--- src/rtl/keypad_password_entry.sv ---
// Keypad front end: assembles decimal key presses into a password and issues
// registered unlock (e_button) and password-change (rs_button) strobes.
module keypad_password_entry #(
    parameter int MAX_DIGITS  = 5,
    parameter int PW_W        = 17,
    parameter int TIMEOUT_CYC = 1000
) (
    input  logic            clk,
    input  logic            reset_signal,
    input  logic            key_valid,
    input  logic [3:0]      key_code,
    output logic [PW_W-1:0] in_password,
    output logic [PW_W-1:0] change_password,
    output logic            e_button,
    output logic            rs_button,
    output logic            entry_error,
    output logic [2:0]      digit_count,
    output logic            busy
);
    localparam int TW = $clog2(TIMEOUT_CYC);
    localparam logic [3:0] KEY_CLEAR  = 4'd10;
    localparam logic [3:0] KEY_ENTER  = 4'd11;
    localparam logic [3:0] KEY_CHANGE = 4'd12;

    typedef enum logic [2:0] {IDLE, ENTRY, CHG_OLD, CHG_NEW, CHG_CONF} state_t;

    state_t            state, state_n;
    logic [PW_W-1:0]   acc, acc_n, old_pw, old_n, new_pw, new_n;
    logic [PW_W-1:0]   in_pw_n, chg_pw_n;
    logic [2:0]        cnt_n;
    logic              e_n, rs_n, err_n;
    logic [TW-1:0]     timer, timer_n;
    logic              accepted;

    assign busy     = (state != IDLE);
    assign accepted = key_valid && (key_code <= KEY_CHANGE);

    always_ff @(posedge clk) begin
        if (!reset_signal) begin
            state           <= IDLE;
            acc             <= '0;
            old_pw          <= '0;
            new_pw          <= '0;
            timer           <= '0;
            digit_count     <= '0;
            in_password     <= '0;
            change_password <= '0;
            e_button        <= 1'b0;
            rs_button       <= 1'b0;
            entry_error     <= 1'b0;
        end else begin
            state           <= state_n;
            acc             <= acc_n;
            old_pw          <= old_n;
            new_pw          <= new_n;
            timer           <= timer_n;
            digit_count     <= cnt_n;
            in_password     <= in_pw_n;
            change_password <= chg_pw_n;
            e_button        <= e_n;
            rs_button       <= rs_n;
            entry_error     <= err_n;
        end
    end

    always_comb begin
        state_n  = state;
        acc_n    = acc;
        old_n    = old_pw;
        new_n    = new_pw;
        cnt_n    = digit_count;
        in_pw_n  = in_password;
        chg_pw_n = change_password;
        e_n      = 1'b0;
        rs_n     = 1'b0;
        err_n    = 1'b0;
        timer_n  = '0;

        // Timeout wins over any key presented in the same cycle.
        if (state != IDLE && timer == TW'(TIMEOUT_CYC - 1)) begin
            state_n = IDLE;
            acc_n   = '0;
            old_n   = '0;
            new_n   = '0;
            cnt_n   = '0;
            err_n   = 1'b1;
        end else begin
            if (state != IDLE)
                timer_n = accepted ? '0 : timer + TW'(1);

            if (key_valid) begin
                if (key_code <= 4'd9) begin
                    if (state == IDLE) begin
                        acc_n   = PW_W'(key_code);
                        cnt_n   = 3'd1;
                        state_n = ENTRY;
                    end else if (digit_count < 3'(MAX_DIGITS)) begin
                        acc_n = acc * PW_W'(10) + PW_W'(key_code);
                        cnt_n = digit_count + 3'd1;
                    end else begin
                        err_n = 1'b1;
                    end
                end else if (key_code == KEY_CLEAR) begin
                    acc_n = '0;
                    cnt_n = '0;
                end else if (key_code == KEY_CHANGE) begin
                    if (state == IDLE) begin
                        state_n = CHG_OLD;
                        acc_n   = '0;
                        cnt_n   = '0;
                    end
                end else if (key_code == KEY_ENTER) begin
                    if (digit_count == 3'd0) begin
                        err_n = 1'b1;
                    end else begin
                        acc_n = '0;
                        cnt_n = '0;
                        case (state)
                            ENTRY: begin
                                in_pw_n = acc;
                                e_n     = 1'b1;
                                state_n = IDLE;
                            end
                            CHG_OLD: begin
                                old_n   = acc;
                                state_n = CHG_NEW;
                            end
                            CHG_NEW: begin
                                new_n   = acc;
                                state_n = CHG_CONF;
                            end
                            CHG_CONF: begin
                                if (acc == new_pw) begin
                                    in_pw_n  = old_pw;
                                    chg_pw_n = new_pw;
                                    rs_n     = 1'b1;
                                end else begin
                                    err_n = 1'b1;
                                end
                                state_n = IDLE;
                            end
                            default: state_n = IDLE;
                        endcase
                    end
                end
            end
        end
    end
endmodule

--- config.mk ---
export PLATFORM = sky130hd
export DESIGN_NAME = keypad_password_entry
export DESIGN_NICKNAME = d
export VERILOG_FILES = /design/src/rtl/keypad_password_entry.sv
export SDC_FILE = /design/constraint.sdc
export NUM_CORES = 1
export LEC_CHECK = 0
export CORE_MARGIN = 1.5
export CORE_UTILIZATION = 58
export CTS_CLUSTER_SIZE = 40
export DETAILED_ROUTE_END_ITERATION = 6
export PLACE_DENSITY = 0.91
export SLEW_MARGIN = 20
export SYNTH_ARGS = -nofsm -noshare
export SYNTH_HDL_FRONTEND = slang
export SYNTH_SLANG_ARGS = --single-unit
--- constraint.sdc ---
create_clock -name clk -period 4.32 [get_ports clk]
set_clock_uncertainty 0.05 [all_clocks]
set_input_delay 1.08 -clock clk [delete_from_list [all_inputs] [get_ports clk]]
set_output_delay 1.08 -clock clk [all_outputs]
set_load 0.02 [all_outputs]
==> summary.txt <==
Run status
  – Status: finished clean

CTS
  – Hold-fix buffer count after cts: 0
  – CTS buffer count: 9
  – Root Buffer: clkbuf_8
  – H-tree depth: 3
  – CTS-repair resized insts: 0
  – Clock Latency Late Sink: approximately 0.37 ns
  – Max clock buf depth: 2
  – Clock-pin slew on the worst setup and hold paths: 0.10 ns
  – CTS tree: built
  – Post-CTS Setup Inserts: 0
  – Clock Sinks: between 100 and 150

GRT
  – First-pass GRT wire length: 22,700 um
  – Global route overflow: 0
  – Initial antenna violation count: 0
  – Global Route Usage Sum: 28.1%
  – Vias in the first global route: 4,665
  – Largest net degree at the start of global routing: 36

Route
  – Wire per inst: approximately 17 um
  – Via count: 4,787
  – Antenna Violating Nets Remaining: 0
  – Vias/cell: 5.98
  – Post-Route WL: between 10,000 and 15,000 um
  – DR DRC count: 0
  – TritonRoute pass-1 iters: 5
  – DRT iter0 DRCs: ~290

Die
  – Site row count: 35
  – Initial cell density of the core: 60.4%
  – Die Ht: 101 um
  – I/O pin count: 48
  – Die span in x: 101 um
  – Area of the die: 10,300 um2
  – CORE AREA: 9280 um2

Synth
  – Post-synth EDFFs: 0
  – Syn nets: 664
  – Main area contributors after synthesis: dfxtp_1, mux2i_1, ha_1
  – Yosys warns: 0
  – Top cell type's share of synthesized area: 37.2%
  – #FFs+latches synth: 104
  – Async S/R FF share, synth: 0%
  – Post-Synthesis Cells: 624
  – Cell taking the most area after synthesis: dfxtp_1
  – Synth unique cells: a little under 60
  – Mapped Area: around 5600 um2
  – Top_reg_cell synth: dfxtp_1
  – Avg Inst Size Synth: 8.98 um2
  – Share of the yosys chip area belonging to registers: 37.2%

Timing
  – Worst slew pin tran: 1.12 ns
  – Tmin final: about 3.9 ns
  – Final setup fails: 0
  – Max-slew violations: 0
  – Fmax: between 200 and 300 MHz
  – Final worst path period share: 89.3%
  – Worst relative slew slack: between 20 and 30%
  – Hold Violations, Final: 0
  – Fin Setup TNS: 0 ns
  – RSZ-0062 raised after global routing: no

Cells and area
  – # nets final: 706
  – Commonest non-fill, non-tap cell in the layout: dfxtp_1
  – Util after Layout: a little over two thirds
  – # fillers: about 660
  – Commonest non-fill, non-tap cells in the layout: dfxtp_1, nand2_1, mux2i_1
  – Fraction of layout cells with a size suffix above 1: under 10%
  – Synth-to-Final Area Change: 14.9%
  – Number of diodes: 0
  – Non-filler cells, final: 800

Hold path
  – Min-delay worst type: register to register

Worst setup path
  – Kind of capture point of the worst setup path: register
  – Crit path arrival time: 4.07 ns
  – Crit path launch type: register
  – Worst EP required: 4.53 ns
  – Max FO, Critical Path: 7
  – Crit path kind: register to register

Run
  – Max cap viols: 0

Placement
  – Post-Place Cells: 784
  – Port bufs: 47
  – Final GP Congestion: just over 0.9
  – Final HPWL DP: approximately 10000 um

Power
  – Max VDD drop: 0.154 mV
  – Pwr dens: 271 nW/um2
  – Lkg Pwr: 2.60 nW
where the power goes:
part	internal, mW	switching (mW)	leakage [nW]
clock	0.293	0.360	0.103
sequential	0.962	0.00774	0.838
combinational	0.0477	0.0734	1.66
total	1.30	0.441	2.60
Yosys cell counts, types with 16 or more instances:
master	count
o21ai_0	18
dfxtp_1	104
mux2i_1	54
nor2b_1	41
xnor2_1	23
ha_1	31
a21oi_1	42
mux2_2	16
xor2_1	20
clkbuf_1	22
nor2_1	52
nand2_1	57
routing by layer:
layer / share of wire (%) / track usage (%) / vias to the layer above
li1: - / - / 2297
met4: 2.2 / 12.0 / 0
met1: 44 / 36.4 / 2256
met3: 5.9 / 4.28 / 35
met5: 0 / 0 / -
met2: 48 / 46.9 / 199
through the flow:
step                      power (mW)  worst slack [ns]  hold slack, ns  instance area (um2)
after floorplan                 1.07             0.794           0.380                 5600
after global placement          1.11             0.475           0.388                 6220
after detailed placement        1.11             0.350           0.397                 6220
after CTS                       1.74             0.441           0.411                 6440
after global routing            1.80             0.272           0.439                 6440
final                           1.74             0.460           0.411                 6440
final timing paths:
| kind | cells after the start | to | startpoint | slack [ns] |
|---|---|---|---|---|
| setup / recovery | 10 | acc[16] | acc[1] | 0.46 |
| hold / removal | 2 | old_pw[16] | old_pw[16] | 0.41 |
| setup reg to reg | 10 | acc[16] | acc[1] | 0.46 |
| hold reg to reg | 2 | old_pw[16] | old_pw[16] | 0.41 |
cell families (layout without fill, tap and decap cells):
logic type,Yosys count,in the layout,share of synthesized area [%]
flops,104,104,37.2
xor+xnor,43,43,6.72
fa+ha+maj,33,33,7.64
simple gates,223,223,20.3
mux,70,70,12.9
buf+inv,40,87,2.79
compound gates,111,111,12.6
worst max-delay path: stages, from the launching register on:
cell	delay [ns]
dfxtp_1	0.50
ha_1	0.29
ha_1	0.25
fa_1	0.44
a211oi_2	0.30
o21ai_1	0.16
o2111ai_1	0.22
o2111ai_1	0.19
or4_4	0.54
or4_1	0.55
a32o_1	0.27
layout make-up:
class	count	area (um2)	share of cell area, %
clock buffer	10	138	2.14
tap	129	161	2.51
clock inverter	6	76.3	1.19
multi-input combinational	480	3370	52.4
inverter	11	41.3	0.641
sequential	104	2080	32.3
timing repair buffer	60	568	8.82
flip-flops by register name, indices dropped and copies added, names as in the netlist:
name,count
acc,17
change_password,17
digit_count,3
e_button,1
entry_error,1
in_password,17
new_pw,17
old_pw,17
rs_button,1
state,3
timer,10
Power figures use the tool's default switching activity.
